$ cat src/rtl/lut_neuron_cfg_writer_if.sv
// Config and inference bus for the runtime-programmable LUT neuron.
// The master drives config beats and lookup requests; the slave is the neuron.
interface lut_neuron_cfg_writer_if #(
    parameter int IN_BITS  = 8,
    parameter int OUT_BITS = 1,
    parameter int CFG_W    = 8
);
    logic                cfg_start;
    logic                cfg_valid;
    logic                cfg_ready;
    logic [CFG_W-1:0]    cfg_data;
    logic                cfg_last;
    logic                busy;
    logic                done;
    logic                err;
    logic                in_valid;
    logic [IN_BITS-1:0]  in_data;
    logic                out_valid;
    logic [OUT_BITS-1:0] out_data;

    modport master (
        output cfg_start, cfg_valid, cfg_data, cfg_last, in_valid, in_data,
        input  cfg_ready, busy, done, err, out_valid, out_data
    );

    modport slave (
        input  cfg_start, cfg_valid, cfg_data, cfg_last, in_valid, in_data,
        output cfg_ready, busy, done, err, out_valid, out_data
    );
endinterface

$ cat src/rtl/lut_neuron_cfg_writer.sv
// LogicNets neuron truth table loaded from a serial beat stream, then used for
// registered lookups. Define LUT_CFG_CHECKSUM_EN to require a trailing XOR beat.
module lut_neuron_cfg_writer #(
    parameter int IN_BITS  = 8,
    parameter int OUT_BITS = 1,
    parameter int CFG_W    = 8
) (
    input  logic                   clk,
    input  logic                   rst_n,
    lut_neuron_cfg_writer_if.slave bus
);
    localparam int D     = 1 << IN_BITS;
    localparam int NB    = D * OUT_BITS / CFG_W;
    localparam int CNT_W = $clog2(NB + 1);

    typedef enum logic [1:0] {IDLE, LOAD, ACTIVE} state_t;

    state_t               state, state_nxt;
    logic [CNT_W-1:0]     cnt;
    logic [D*OUT_BITS-1:0] table_q;
    logic                 done_q, err_q, out_valid_q;
    logic [OUT_BITS-1:0]  out_data_q;
    logic                 accept, table_we, load_ok, load_bad, lookup;
`ifdef LUT_CFG_CHECKSUM_EN
    logic [CFG_W-1:0]     csum_q;
`endif

    // A start pulse always wins over a beat offered in the same cycle.
    always_comb begin
        accept = (state == LOAD) && bus.cfg_valid && !bus.cfg_start;
`ifdef LUT_CFG_CHECKSUM_EN
        table_we = accept && (cnt != CNT_W'(NB));
        load_ok  = accept && (cnt == CNT_W'(NB)) && bus.cfg_last
                   && (bus.cfg_data == csum_q);
        load_bad = accept && ((cnt == CNT_W'(NB))
                   ? !(bus.cfg_last && (bus.cfg_data == csum_q))
                   : bus.cfg_last);
`else
        table_we = accept;
        load_ok  = accept && (cnt == CNT_W'(NB - 1)) && bus.cfg_last;
        load_bad = accept && ((cnt == CNT_W'(NB - 1)) != bus.cfg_last);
`endif
        lookup = (state == ACTIVE) && bus.in_valid && !bus.cfg_start;
    end

    always_ff @(posedge clk) begin
        if (!rst_n) state <= IDLE;
        else        state <= state_nxt;
    end

    always_comb begin
        state_nxt = state;
        case (state)
            IDLE, ACTIVE: if (bus.cfg_start) state_nxt = LOAD;
            LOAD: begin
                if (load_ok)       state_nxt = ACTIVE;
                else if (load_bad) state_nxt = IDLE;
            end
            default: state_nxt = IDLE;
        endcase
    end

    always_comb begin
        bus.cfg_ready = (state == LOAD);
        bus.busy      = (state == LOAD);
        bus.done      = done_q;
        bus.err       = err_q;
        bus.out_valid = out_valid_q;
        bus.out_data  = out_data_q;
    end

    always_ff @(posedge clk) begin
        if (!rst_n) begin
            cnt         <= '0;
            done_q      <= 1'b0;
            err_q       <= 1'b0;
            out_valid_q <= 1'b0;
            out_data_q  <= '0;
`ifdef LUT_CFG_CHECKSUM_EN
            csum_q      <= '0;
`endif
        end else begin
            done_q      <= load_ok;
            out_valid_q <= lookup;
            out_data_q  <= lookup ? table_q[bus.in_data*OUT_BITS +: OUT_BITS] : '0;
            if (bus.cfg_start) begin
                cnt   <= '0;
                err_q <= 1'b0;
`ifdef LUT_CFG_CHECKSUM_EN
                csum_q <= '0;
`endif
            end else if (load_ok || load_bad) begin
                cnt <= '0;
                if (load_bad) err_q <= 1'b1;
            end else if (accept) begin
                cnt <= cnt + 1'b1;
`ifdef LUT_CFG_CHECKSUM_EN
                csum_q <= csum_q ^ bus.cfg_data;
`endif
            end
        end
    end

    // Table storage is deliberately left out of reset so it maps to LUT RAM.
    always_ff @(posedge clk) begin
        for (int k = 0; k < NB; k++) begin
            if (rst_n && table_we && (cnt == CNT_W'(k)))
                table_q[k*CFG_W +: CFG_W] <= bus.cfg_data;
        end
    end
endmodule

$ cat src/flat_wrapper.sv
// flat-port wrapper written by rule: the top's interface ports become plain ports
module lut_neuron_cfg_writer_flat 
#(
    parameter int IN_BITS  = 8,
    parameter int OUT_BITS = 1,
    parameter int CFG_W    = 8
)
  (clk, rst_n, bus_cfg_start, bus_cfg_valid, bus_cfg_data, bus_cfg_last, bus_in_valid, bus_in_data, bus_cfg_ready, bus_busy, bus_done, bus_err, bus_out_valid, bus_out_data);
  lut_neuron_cfg_writer_if #(.IN_BITS(IN_BITS), .OUT_BITS(OUT_BITS), .CFG_W(CFG_W)) bus_i ();
  input  logic clk;
  input  logic rst_n;
  input wire logic [$bits(bus_i.cfg_start)-1:0] bus_cfg_start;
  input wire logic [$bits(bus_i.cfg_valid)-1:0] bus_cfg_valid;
  input wire logic [$bits(bus_i.cfg_data)-1:0] bus_cfg_data;
  input wire logic [$bits(bus_i.cfg_last)-1:0] bus_cfg_last;
  input wire logic [$bits(bus_i.in_valid)-1:0] bus_in_valid;
  input wire logic [$bits(bus_i.in_data)-1:0] bus_in_data;
  output wire logic [$bits(bus_i.cfg_ready)-1:0] bus_cfg_ready;
  output wire logic [$bits(bus_i.busy)-1:0] bus_busy;
  output wire logic [$bits(bus_i.done)-1:0] bus_done;
  output wire logic [$bits(bus_i.err)-1:0] bus_err;
  output wire logic [$bits(bus_i.out_valid)-1:0] bus_out_valid;
  output wire logic [$bits(bus_i.out_data)-1:0] bus_out_data;
  assign bus_i.cfg_start = bus_cfg_start;
  assign bus_i.cfg_valid = bus_cfg_valid;
  assign bus_i.cfg_data = bus_cfg_data;
  assign bus_i.cfg_last = bus_cfg_last;
  assign bus_i.in_valid = bus_in_valid;
  assign bus_i.in_data = bus_in_data;
  assign bus_cfg_ready = bus_i.cfg_ready;
  assign bus_busy = bus_i.busy;
  assign bus_done = bus_i.done;
  assign bus_err = bus_i.err;
  assign bus_out_valid = bus_i.out_valid;
  assign bus_out_data = bus_i.out_data;
  lut_neuron_cfg_writer #(.IN_BITS(IN_BITS), .OUT_BITS(OUT_BITS), .CFG_W(CFG_W)) u_core (.clk(clk), .rst_n(rst_n), .bus(bus_i));
endmodule
$ cat config.mk
export PLATFORM = sky130hd
export DESIGN_NAME = lut_neuron_cfg_writer_flat
export DESIGN_NICKNAME = d
export VERILOG_FILES = /design/src/rtl/lut_neuron_cfg_writer_if.sv /design/src/rtl/lut_neuron_cfg_writer.sv /design/src/flat_wrapper.sv
export SDC_FILE = /design/constraint.sdc
export NUM_CORES = 1
export LEC_CHECK = 0
export BUFFER_PORTS_ARGS = -buffer_cell sky130_fd_sc_hd__buf_2
export CELL_PAD_IN_SITES_DETAIL_PLACEMENT = 0
export CELL_PAD_IN_SITES_GLOBAL_PLACEMENT = 1
export CORE_MARGIN = 3
export CORE_UTILIZATION = 49
export DETAILED_ROUTE_END_ITERATION = 12
export PLACE_DENSITY = 0.78
export SLEW_MARGIN = 20
export SYNTH_ARGS = -nofsm -noshare
export SYNTH_HDL_FRONTEND = slang
export SYNTH_SLANG_ARGS = --single-unit
$ cat constraint.sdc
create_clock -name clk -period 2.3 [get_ports clk]
set_input_delay 0.23 -clock clk [delete_from_list [all_inputs] [get_ports clk]]
set_output_delay 0.23 -clock clk [all_outputs]
set_load 0.005 [all_outputs]
==> impl_metrics.toml <==
[critical_path]
cp.required_ns = 2.52
path_delay_family = "buffers and inverters"
critPathSlowestCell = "dlygate4sd3_1"
endpoint_kind = "flop"
critical-path-max-stage-delay_ns = 0.52
path_cells = "dlygate4sd3_1 > buf_2 > nor4bb_1 > buf_4 > nor4bb_2 > buf_4 > nand2_1 > nor2_1 > buf_4"
cp_common_cell = "buf_4"
crit_buf_inv = 5
critical_path.max_fanout = 9
crit_arrival_ns = 2.37
start_kind = "input pin"
critical_path_class = "in2reg"

[final_layout]
synthToLayoutAreaGrowth_pct = 14.04
fillers = 1590
multi_input_area_um2 = 2521
seqCellArea_um2 = 7928
final_common_cell = "edfxtp_1"
nets = 656
n_antenna_cell = 0
utilization_pct = 57.52
layout_common_cells = "edfxtp_1, nor2_1, mux4_2, buf_4, clkbuf_16"
drive_gt1_share_pct = 23.73

[timing]
worst_pin_slew_ns = 0.8283
tns_ns = 0
fmax_mhz = 464.0
relSlewSlack_pct = 44.78
rsz0062_at_grt = "false"
clock-skew-final_ns = 0.01493
finalCritPeriodShare_pct = 93.71
period_needed_ns = 2.155
setup_viol = 0
hold_viol = 0
drv_slew = 0

[clock_network]
htreeDepth = 1
tritoncts = "done"
numCtsBuffers = 26
path_clk_slew_ns = 0.06
clock_path_buffers = 3
postCtsSetupRepairBufs = 0
root_buffer = "clkbuf_16"
cts_sinks = 268
clk_latency_ns = 0.52

[floorplanning]
coreArea_um2 = 21220
num_rows = 53
die_w_um = 153.8
dieArea_um2 = 23650
initial_core_util_pct = 50.44
ios = 28
die_h_um = 153.8

[synthesis]
yosysWarnings = 0
ys_seq_area_share_pct = 74.07
syn_inst = 555
synth_edf_count = 256
synth_async_sr_flop_share_pct = 0
synthesis.nets = 581
synthDominantCellAreaShare_pct = 71.83
synth_seq_cells = 268
syn_avg_cell_area_um2 = 19.28
ys.flop_type = "edfxtp_1"
ys_types = 52
synthesis.area_um2 = 10700
yosys-top-cells-area = "edfxtp_1, mux4_2, mux4_1"
synth_top_area_cell = "edfxtp_1"

[global_routing]
grt_pass1_vias = 5781
track_usage_pct = 19.00
grt_first_pass_wirelength_um = 34570
grt_overflow = 0
grt_max_degree = 33
antenna_found_initial = 0

[pwr]
p_switching_mw = 1.947
p_per_area_nw_per_um2 = 809.1
clockPowerShare_pct = 41.2
leakagePower_nw = 4.015
internal_power_mw = 7.929
p_sw_share_pct = 19.71
vdd_drop_max_v = 0.0005491
pwr-share-seq_pct = 54.1
pwr-share-comb_pct = 4.6

[route]
vias_per_cell = 6.006
dr.pass1.iters = 6
drtAntennaViolNets = 0
vias = 5550
drt_wl_total_um = 22490
drtIter0Drc = 513
drc = 0
wl_per_cell_um = 24.34

[placement]
dp_hpwl_um = 13280
gp_congestion = 0.7769
portBuffers = 27

[status]
outcome = "finished, final reports clean"

[run]
cap_violations = 0

[hold_path]
hold_class = "in2reg"
## cells in the mapped netlist, types with 5 or more instances
library cell	instances
a21oi_1	12
buf_2	5
buf_4	7
buf_6	6
dfxtp_1	12
edfxtp_1	256
inv_1	5
mux2i_1	22
mux4_1	11
mux4_2	43
nand2_1	21
nand2b_1	5
nand3_1	8
nor2_1	46
nor2b_1	5
o21ai_0	6
o221ai_1	9
o22ai_1	9
## cells by family (layout without fill, tap and decap cells)
family / count (synthesis) / in the layout / share of synthesized area, %
compound gates: 54 / 54 / 3.554
mux: 77 / 77 / 13.91
fa+ha+maj: 4 / 4 / 0.4676
buf+inv: 35 / 129 / 2.455
simple gates: 112 / 112 / 5.132
xor+xnor: 5 / 5 / 0.4092
flops: 268 / 268 / 74.07
## layer usage
layer	wire, um	GRT usage (%)	vias to the layer above
li1	-	-	2408
met1	9722	27.09	2907
met2	11150	31.92	196
met3	1238	2.646	39
met4	383	3.953	0
met5	0	0	-
## path summary, 6_finish.rpt
path	slack [ns]	from	to	cells after the start
worst max-delay path	0.14	bus_cfg_start	u_core.table_q[9]	9
worst min-delay path	0.08	bus_in_valid	u_core.bus.out_valid	2
worst max register to register	0.17	u_core.state[0]	u_core.table_q[9]	7
worst min register to register	0.55	u_core.state[1]	u_core.state[0]	3
## worst register-to-register path: stages (launching register included)
cell and delay, ns:
dfxtp_1 0.39, nor4bb_1 0.27, buf_4 0.22, nor4bb_2 0.22, buf_4 0.17, nand2_1 0.17, nor2_1 0.20, buf_4 0.20
## final cells by class
type | instances | area share, %
repair buffers | 76 | 4.716
multi-input cells | 252 | 20.66
inverters | 6 | 0.1845
clock inverters | 7 | 0.6561
well taps | 275 | 2.819
flip-flops and latches | 268 | 64.95
clock buffers | 40 | 6.017
## power groups by stage
stage	Sequential [mW]	Combinational (mW)	Clock [mW]
3_5_place_dp	5.45	0.459	0
2_1_floorplan	5.45	0.266	0
4_1_cts	5.35	0.464	4.14
3_3_place_gp	5.45	0.453	0
6_report	5.35	0.458	4.07
5_1_grt	5.34	0.493	4.33
## registers in the layout, indices dropped and copies added, names as in the netlist
register and cells:
u_core.bus.out_data 1, u_core.state 2, u_core.bus.done 1, u_core.bus.out_valid 1
u_core.table_q 256, u_core.bus.err 1, u_core.cnt 6
## stage by stage
step / hold slack, ns / total power, mW / std cells / area (um2) / worst slack (ns)
floorplan: 0.3061 / 5.716 / 555 / 10700 / 0.1071
global placement: 0.4535 / 5.903 / 874 / 11350 / 0.04196
detailed placement: 0.4682 / 5.909 / 874 / 11350 / 0.03498
CTS: 0.06832 / 9.948 / 924 / 12200 / 0.1037
global route: 0.08104 / 10.16 / 924 / 12210 / 0.04223
finish: 0.08108 / 9.876 / 924 / 12210 / 0.1447
## what timing repair did
| item | in CTS | in global routing |
|---|---|---|
| endpoints found under the hold margin | 3 | 0 |
| resized for setup | 0 | 2 |
| hold buffers | 3 | 0 |
| setup endpoints to repair | 0 | 54 |
No activity file was read; power rests on OpenSTA's default activity.
